[config.mk]
export PLATFORM = sky130hd
export DESIGN_NAME = addr_generator_flat
export DESIGN_NICKNAME = d
export VERILOG_FILES = /design/src/rtl/addr_generator_if.sv /design/src/rtl/addr_generator.sv /design/src/flat_wrapper.sv
export SDC_FILE = /design/constraint.sdc
export NUM_CORES = 1
export LEC_CHECK = 0
export BUFFER_PORTS_ARGS = -buffer_cell sky130_fd_sc_hd__buf_2
export CELL_PAD_IN_SITES_DETAIL_PLACEMENT = 1
export CELL_PAD_IN_SITES_GLOBAL_PLACEMENT = 2
export CORE_UTILIZATION = 27
export CTS_BUF_LIST = sky130_fd_sc_hd__clkbuf_4 sky130_fd_sc_hd__clkbuf_8
export DETAILED_ROUTE_END_ITERATION = 7
export PLACE_DENSITY = 0.87
export SLEW_MARGIN = 10
export SYNTH_ARGS = -nofsm -noshare
export SYNTH_HDL_FRONTEND = slang
export SYNTH_SLANG_ARGS = --single-unit
[constraint.sdc]
create_clock -name clk -period 3 [get_ports clk]
set_input_delay 0 -clock clk [delete_from_list [all_inputs] [get_ports clk]]
set_output_delay 0 -clock clk [all_outputs]
set_load 0.02 [all_outputs]
[src/rtl/addr_generator_if.sv]
// Bus bundle for addr_generator: AG-stage operand inputs, MR-stage load control and address results.
// The slave modport is the generator's view; the master modport is the driving stage's view.
interface addr_generator_if;
  logic        e;
  logic        v_in;
  logic [31:0] dval;
  logic [31:0] sval;
  logic [31:0] disp;
  logic        rmsel;
  logic [7:0]  modrm;
  logic [15:0] sreg;
  logic        re;
  logic [2:0]  jmp;
  logic [31:0] addr_comb;
  logic [31:0] addr;
  logic        mem_acc;
  logic        v_out;

  modport slave (
    input  e, v_in, dval, sval, disp, rmsel, modrm, sreg, re, jmp,
    output addr_comb, addr, mem_acc, v_out
  );

  modport master (
    output e, v_in, dval, sval, disp, rmsel, modrm, sreg, re, jmp,
    input  addr_comb, addr, mem_acc, v_out
  );
endinterface

[src/rtl/addr_generator.sv]
// ModRM effective/linear address generator with an MR-stage output register.
// Define ADDR_GEN_SEG_BASE_EN to add the segment base (sreg << SEG_SHIFT) to the offset.
module addr_generator #(
  parameter int unsigned SEG_SHIFT = 4
) (
  input  logic           clk,
  input  logic           r,
  addr_generator_if.slave bus
);

  logic [1:0]  mod_f;
  logic [2:0]  rm_f;
  logic [31:0] base;
  logic [31:0] disp8_sx;
  logic [31:0] offset;
  logic [31:0] lin_addr;
  logic        mem_acc_c;

  logic [31:0] addr_d, addr_q;
  logic        mem_acc_d, mem_acc_q;
  logic        v_out_d, v_out_q;

  always_comb begin
    mod_f    = bus.modrm[7:6];
    rm_f     = bus.modrm[2:0];
    base     = bus.rmsel ? bus.dval : bus.sval;
    disp8_sx = {{24{bus.disp[7]}}, bus.disp[7:0]};
    offset   = '0;
    case (mod_f)
      2'b00:   offset = (rm_f == 3'b101) ? bus.disp : base;
      2'b01:   offset = base + disp8_sx;
      2'b10:   offset = base + bus.disp;
      default: offset = '0;
    endcase
  end

`ifdef ADDR_GEN_SEG_BASE_EN
  logic [31:0] seg_base;
  assign seg_base = {16'h0000, bus.sreg} << SEG_SHIFT;
  assign lin_addr = offset + seg_base;
`else
  assign lin_addr = offset;
`endif

  // Register-direct operands (mod=11) never touch memory, even for reads or jumps.
  assign mem_acc_c = (bus.re | bus.jmp[2]) & (mod_f != 2'b11);

  always_comb begin
    addr_d    = addr_q;
    mem_acc_d = mem_acc_q;
    v_out_d   = v_out_q;
    if (bus.e) begin
      addr_d    = lin_addr;
      mem_acc_d = mem_acc_c;
      v_out_d   = bus.v_in;
    end
  end

  always_ff @(posedge clk or negedge r) begin
    if (!r) begin
      addr_q    <= '0;
      mem_acc_q <= 1'b0;
      v_out_q   <= 1'b0;
    end else begin
      addr_q    <= addr_d;
      mem_acc_q <= mem_acc_d;
      v_out_q   <= v_out_d;
    end
  end

  assign bus.addr_comb = lin_addr;
  assign bus.addr      = addr_q;
  assign bus.mem_acc   = mem_acc_q;
  assign bus.v_out     = v_out_q;

  // The reg field and low jump bits carry no address information.
  logic unused_bits;
`ifdef ADDR_GEN_SEG_BASE_EN
  assign unused_bits = ^{bus.modrm[5:3], bus.jmp[1:0]};
`else
  assign unused_bits = ^{bus.modrm[5:3], bus.jmp[1:0], bus.sreg};
`endif

endmodule

[src/flat_wrapper.sv]
// flat-port wrapper written by rule: the top's interface ports become plain ports
module addr_generator_flat 
#(
  parameter int unsigned SEG_SHIFT = 4
)
  (clk, r, bus_e, bus_v_in, bus_dval, bus_sval, bus_disp, bus_rmsel, bus_modrm, bus_sreg, bus_re, bus_jmp, bus_addr_comb, bus_addr, bus_mem_acc, bus_v_out);
  addr_generator_if bus_i ();
  input  logic clk;
  input  logic r;
  input wire logic [$bits(bus_i.e)-1:0] bus_e;
  input wire logic [$bits(bus_i.v_in)-1:0] bus_v_in;
  input wire logic [$bits(bus_i.dval)-1:0] bus_dval;
  input wire logic [$bits(bus_i.sval)-1:0] bus_sval;
  input wire logic [$bits(bus_i.disp)-1:0] bus_disp;
  input wire logic [$bits(bus_i.rmsel)-1:0] bus_rmsel;
  input wire logic [$bits(bus_i.modrm)-1:0] bus_modrm;
  input wire logic [$bits(bus_i.sreg)-1:0] bus_sreg;
  input wire logic [$bits(bus_i.re)-1:0] bus_re;
  input wire logic [$bits(bus_i.jmp)-1:0] bus_jmp;
  output wire logic [$bits(bus_i.addr_comb)-1:0] bus_addr_comb;
  output wire logic [$bits(bus_i.addr)-1:0] bus_addr;
  output wire logic [$bits(bus_i.mem_acc)-1:0] bus_mem_acc;
  output wire logic [$bits(bus_i.v_out)-1:0] bus_v_out;
  assign bus_i.e = bus_e;
  assign bus_i.v_in = bus_v_in;
  assign bus_i.dval = bus_dval;
  assign bus_i.sval = bus_sval;
  assign bus_i.disp = bus_disp;
  assign bus_i.rmsel = bus_rmsel;
  assign bus_i.modrm = bus_modrm;
  assign bus_i.sreg = bus_sreg;
  assign bus_i.re = bus_re;
  assign bus_i.jmp = bus_jmp;
  assign bus_addr_comb = bus_i.addr_comb;
  assign bus_addr = bus_i.addr;
  assign bus_mem_acc = bus_i.mem_acc;
  assign bus_v_out = bus_i.v_out;
  addr_generator #(.SEG_SHIFT(SEG_SHIFT)) u_core (.clk(clk), .r(r), .bus(bus_i));
endmodule
# ---- Word level (Yosys, flattened, before mapping)
# Cells that the tools add are included.
# Widths: inputs -> output; s select.
dict set report totals {
  ff_bits 34
  latch_bits 0
  ramBits 0
  rom_bits 0
  input_bits 129
  out_inout_bits 66
  mem_count 0
}
dict set report classes {
  n_addsub 2
  n_mul 0
  n_div 0
  n_lt_le_gt_ge 0
  n_eq_ne 4
  shifts 0
  muxes 3
  bitwise 2
  n_reduce_logical 1
}
# operator n
set op_table {}
lappend op_table {{$pmux 32 s3} 1}
lappend op_table {{$add 32x32->32} 2}
lappend op_table {{$mux 32} 2}
lappend op_table {{$eq 3x3->1 const B} 1}
lappend op_table {{$eq 2x1->1 const B} 1}
lappend op_table {{$eq 2x2->1 const B} 1}
lappend op_table {{$logic_not 2->1} 1}
lappend op_table {{$ne 2x2->1 const B} 1}
lappend op_table {{$and 1x1->1} 1}
lappend op_table {{$or 1x1->1} 1}

# ---- Longest topological paths before layout
dict set report depth {
  depth_word 3
  ltp_mapped 17
}

# ---- Worst setup path before layout
# OpenSTA, ideal clock, no wires.
dict set report synth_path {
  kind {input-to-reg}
  start {input bus_modrm[6]}
  end {register u_core.addr_q[26] (netlist: u_core.bus.addr[26])}
  arrival_ns 3.006
  required_time_ns 2.875
  setup_slack_ns -0.130
  stages 16
  n_path_buf 3
  cell_sequence {inv_1 > ha_1 > clkbuf_1 > nand2b_1 > clkbuf_1 > clkbuf_1 > nand2_1 > ha_1 > a21o_1 > or3_1 > o22ai_1 > o211ai_2 > a21oi_1 > xnor2_1 > o22ai_2 > mux2_2}
}
dict set report synth_between {
  elab_chain_cells 2
  elab_cells_between_ends 4
  classes_between {eq/ne: 2; mux: 1; reduce/logical: 1}
}
# item line_no
set synth_rtl {}
lappend synth_rtl {{from (decl)} flat_wrapper.sv:16} ;# input wire logic [$bits(bus_i.modrm)-1:0] bus_modrm;
lappend synth_rtl {{$eq 2x2->1, or another cell as far along} addr_generator.sv:29} ;# case (mod_f)
lappend synth_rtl {{$pmux 32 s3 *} addr_generator.sv:29}
lappend synth_rtl {{via bus_addr_comb[26]} flat_wrapper.sv:20} ;# output wire logic [$bits(bus_i.addr_comb)-1:0] bus_addr_comb;
lappend synth_rtl {{to (signal assigned)} addr_generator.sv:65} ;# addr_q <= addr_d;
lappend synth_rtl {{to (decl)} addr_generator.sv:19} ;# logic [31:0] addr_d, addr_q;
# The timed path passes the listed nets; every way through them passes the cells marked *.
# A chain may end at the register's enable or synchronous reset.

# ---- Worst setup path in the final report
dict set report layout_path {
  start {input bus_rmsel}
  end {output bus_addr_comb[24]}
}
dict set report layout_between {
  elab_chain_cells 3
  elab_cells_between_ends 5
  classes_between {add/sub: 2; mux: 3}
}
# item line_no
set layout_rtl {}
lappend layout_rtl {{from (decl)} flat_wrapper.sv:15} ;# input wire logic [$bits(bus_i.rmsel)-1:0] bus_rmsel;
lappend layout_rtl {{$mux 32 *} addr_generator.sv:26} ;# base = bus.rmsel ? bus.dval : bus.sval;
lappend layout_rtl {{$add 32x32->32, or another cell as far along} addr_generator.sv:32} ;# 2'b10: offset = base + bus.disp;
lappend layout_rtl {{$pmux 32 s3 *} addr_generator.sv:29}
lappend layout_rtl {{to (decl)} flat_wrapper.sv:20}
# Mark *: on every way between the ends. The rest lies on a longest branch, timed or not.

==> run summary <==
The number of maximum-capacitance violations came out at 0. The Yosys step of the flow raised 0 warnings. The run gives 0.126 ns as the worst path setup slack after routing. The number of nets in the synthesized netlist is 731.

Entering global routing, the biggest net connects 36 pins. The area share of the largest cell type after synthesis is 18.5%. Across all layers, the routed design uses 5,109 vias. For the worst relative slew slack, the log shows 38.0%. The first detailed-routing pass ran for 4 iterations. The analysis attributes to net switching a power of 1.30 mW. Setup violations remaining at the end of the flow were counted as 0.

Reg-to-reg setup timing slack: 2.22 ns. Buffers placed on the I/O ports in this run total 173. After filler insertion, the fill cell instance count of the layout stands at 2,038.

Transition time at the pin with the least slew margin: 0.930 ns. The most used flip-flop cell after synthesis is sky130_fd_sc_hd__dfrtp_1. In the post-synthesis netlist, the biggest area contributors are sky130_fd_sc_hd__dfrtp_1 (19%), sky130_fd_sc_hd__mux2_2 (12%), sky130_fd_sc_hd__ha_1 (9.3%).

The tools report the kind of launch point of the worst setup path as an input port. The longest clock path from root to sink contains 2 buffers. The clock network fraction of design power is 15.9%.

Post-synthesis cell type with the largest combined area: sky130_fd_sc_hd__dfrtp_1. A synthesized cell averages 8.11 µm². Cell row count: 47. Before CTS, the worst setup slack after placement is -0.0219 ns. For the cell leakage power, the log shows 3.28 nW.

STA puts the critical path data arrival time at 2.87 ns. The run finished with clean final reports. The root buffer cell chosen for the clock tree is sky130_fd_sc_hd__clkbuf_8.

For the clock latency reported for the late side of the worst-skew pair, the log shows 0.32 ns. The end of the critical path is bus_addr_comb[24]. For this run the aggregate overflow at the end of global routing stands at 0. The tightest min-delay check is of the in2reg type. For the remaining antenna violation count after routing, the log shows 0. CTS saw 34 sinks.

Per report_power, the combinational group accounts for 63.2% of the total. The number of max-slew violations in the final report came out at 0. On the final layout, the worst clock skew is 0 ns. The die width is 132 µm, and the ratio of cells with drive above 1 in the final layout is 44.4%. Final hold analysis gives a worst-case slack of 0.112 ns. The number of cells on the worst reg-to-reg path is 1, and the top achievable clock speed is 0.348 GHz.

The detailed router finished its first iteration with 182 violations. The post-detailed-route wirelength per cell was 18.4 µm. In this run the worst setup path begins at bus_rmsel. Across the VDD grid, the largest voltage drop is 0.000180 V. Setup repair after global routing left no endpoint under its margin. Of all nets on the critical path, the largest fanout is 8. The worst setup path is captured at a primary output. The critical path is of the in2out type.

After synthesis, flip-flops and latches occupy 18.5% of the total area. The count of unresolved DRC violations after routing was 0. Power spread over the standard cell area amounts to 440 mW/mm². The number of antenna diodes in the final layout is 0. The flip-flop and latch count after synthesis was 34. After synthesis, the share of flip-flops with an asynchronous set or reset is 100%. The tools report the critical register-to-register path endpoint as u_core.bus.addr[19]. The number of global-route vias before repair is 5,386, and the vertical die dimension is 132 µm. The tools report the sequential share of power as 20.9%. The count of flip-flops with a built-in enable after synthesis is 0.

The first global-routing pass estimated 28,800 µm of wire. The area of the die was 0.0175 mm². The mapped netlist covers 0.00460 mm². After clock tree synthesis, the clock-pin slew on the worst setup and hold paths is 0.08 ns.

The initial antenna violation count is 0, and the number of H-tree branching levels is 2. Routability-driven placement finished with a final weighted congestion of 0.854. The run gives 195 as the boundary pin count. Internal power comes to 1.55 mW. The tools report the number of CTS-inserted buffers as 5.

The hold violation count in the final report is 0. The cell depth of the worst min-delay path works out to 3. For the final setup TNS, the log shows 0 ns. The launch instance of the worst register-to-register path was u_core.bus.addr[19].

The HPWL after detailed placement was 14,200 µm. Global routing used 20.8% of the available tracks. Once the floorplan was initialized, standard cells occupied 27.7% of the core.

The area growth from synthesis to layout is 40.9%. The library cell used most frequently in the layout, excluding fill and tap cells, is sky130_fd_sc_hd__buf_2. In this run the standard cell core region covers 0.0166 mm². Subtracting the final worst setup slack from the clock period gives 2.87 ns. The finished cells cover 0.00648 mm². For the synthesized netlist cell count, the log shows 567. In the routed layout, each cell is associated on average with a via count of 5.09. The net switching share of the total power was 45.6%; the number of nets in the layout was 946. The logs give 58 for the count of cell types in the netlist and 3.00 ns for the endpoint required time on the critical path. The final critical path takes up 95.8% of the cycle.

The library cells used most frequently in the layout, excluding fill and tap cells, are sky130_fd_sc_hd__buf_2 (169), sky130_fd_sc_hd__nand2_1 (87), sky130_fd_sc_hd__buf_4 (65), sky130_fd_sc_hd__mux2_2 (50), sky130_fd_sc_hd__dfrtp_1 (34). TritonCTS built the clock tree. In this run the cell area measured after placement is 0.00606 mm². The total routed wirelength was 18,500 µm.
worst min-delay path by stage:
| stage | start | to |
|---|---|---|
| detailed placement | r | u_core.bus.addr[21] |
| global placement | r | u_core.bus.addr[21] |
| global route | bus_disp[9] | u_core.bus.addr[9] |
| CTS | bus_disp[9] | u_core.bus.addr[9] |
| finish | bus_disp[9] | u_core.bus.addr[9] |
| floorplan | r | u_core.bus.addr[0] |
routing by layer:
metal  GRT usage (%)  part of all wire, %  vias up
met3            3.14                  4.1       10
met2            36.1                   48      127
li1                -                    -     2496
met5               0                    0        -
met4            2.94                 0.71        0
met1            27.6                   48     2476
critical path: stages:
cell and delay, ns:
sky130_fd_sc_hd__buf_4 0.15, sky130_fd_sc_hd__buf_12 0.16, sky130_fd_sc_hd__buf_4 0.16, sky130_fd_sc_hd__mux2_4 0.32, sky130_fd_sc_hd__ha_4 0.22, sky130_fd_sc_hd__a211oi_2 0.23, sky130_fd_sc_hd__nor2_2 0.09, sky130_fd_sc_hd__o41ai_4 0.41
sky130_fd_sc_hd__a211oi_2 0.14, sky130_fd_sc_hd__nor3b_2 0.27, sky130_fd_sc_hd__mux2_2 0.38, sky130_fd_sc_hd__a21oi_2 0.16, sky130_fd_sc_hd__buf_4 0.16
final cells by class:
cell class | instances | area (µm²) | area share (%)
multi-input combinational | 482 | 3730 | 57.7
clock buffer | 8 | 110 | 1.70
inverter | 17 | 63.8 | 0.985
sequential | 34 | 851 | 13.1
tap | 220 | 275 | 4.25
timing repair buffer | 242 | 1440 | 22.3
cells in the mapped netlist, drive strengths merged, types with 18 or more instances:
library cell	n
clkbuf	20
dfrtp	34
o21ai	28
xnor2	18
mux2	54
nor2	34
ha	34
a21oi	38
nand2b	18
nand2	87
mux2i	32
through the flow:
step	total power [mW]	std cells	utilization (%)
2_1_floorplan	1.69	567	-
3_3_place_gp	2.29	983	36.5
3_5_place_dp	2.32	983	36.5
4_1_cts	2.80	995	37.4
5_1_grt	3.05	1003	39.1
6_report	2.85	1003	39.1
flip-flops by register name, indices dropped and copies added, names as in the netlist:
name / cells
u_core.bus.addr: 32
u_core.bus.mem_acc: 1
u_core.bus.v_out: 1
power groups by stage:
| stage | clock network, mW | logic (mW) | registers, mW |
|---|---|---|---|
| after floorplan | 0 | 0.970 | 0.716 |
| after global routing | 0.490 | 1.95 | 0.609 |
| after global placement | 0 | 1.69 | 0.603 |
| after CTS | 0.472 | 1.73 | 0.597 |
| after detailed placement | 0 | 1.71 | 0.606 |
| final | 0.454 | 1.80 | 0.595 |
what timing repair did:
item | in CTS | in global routing
setup buffers | 0 | 7
setup endpoints to repair | 0 | 13
endpoints found under the hold margin | 36 | 0
gates resized for setup | 0 | 42
hold buffers | 4 | 0
kinds of logic after synthesis:
family          synth area share, %
xor+xnor                       4.19
mux                            20.4
compound gates                 23.8
simple gates                   18.9
buf+inv                        4.52
fa+ha+maj                      9.69
flops                          18.5
(Power assumes the default switching activity.)
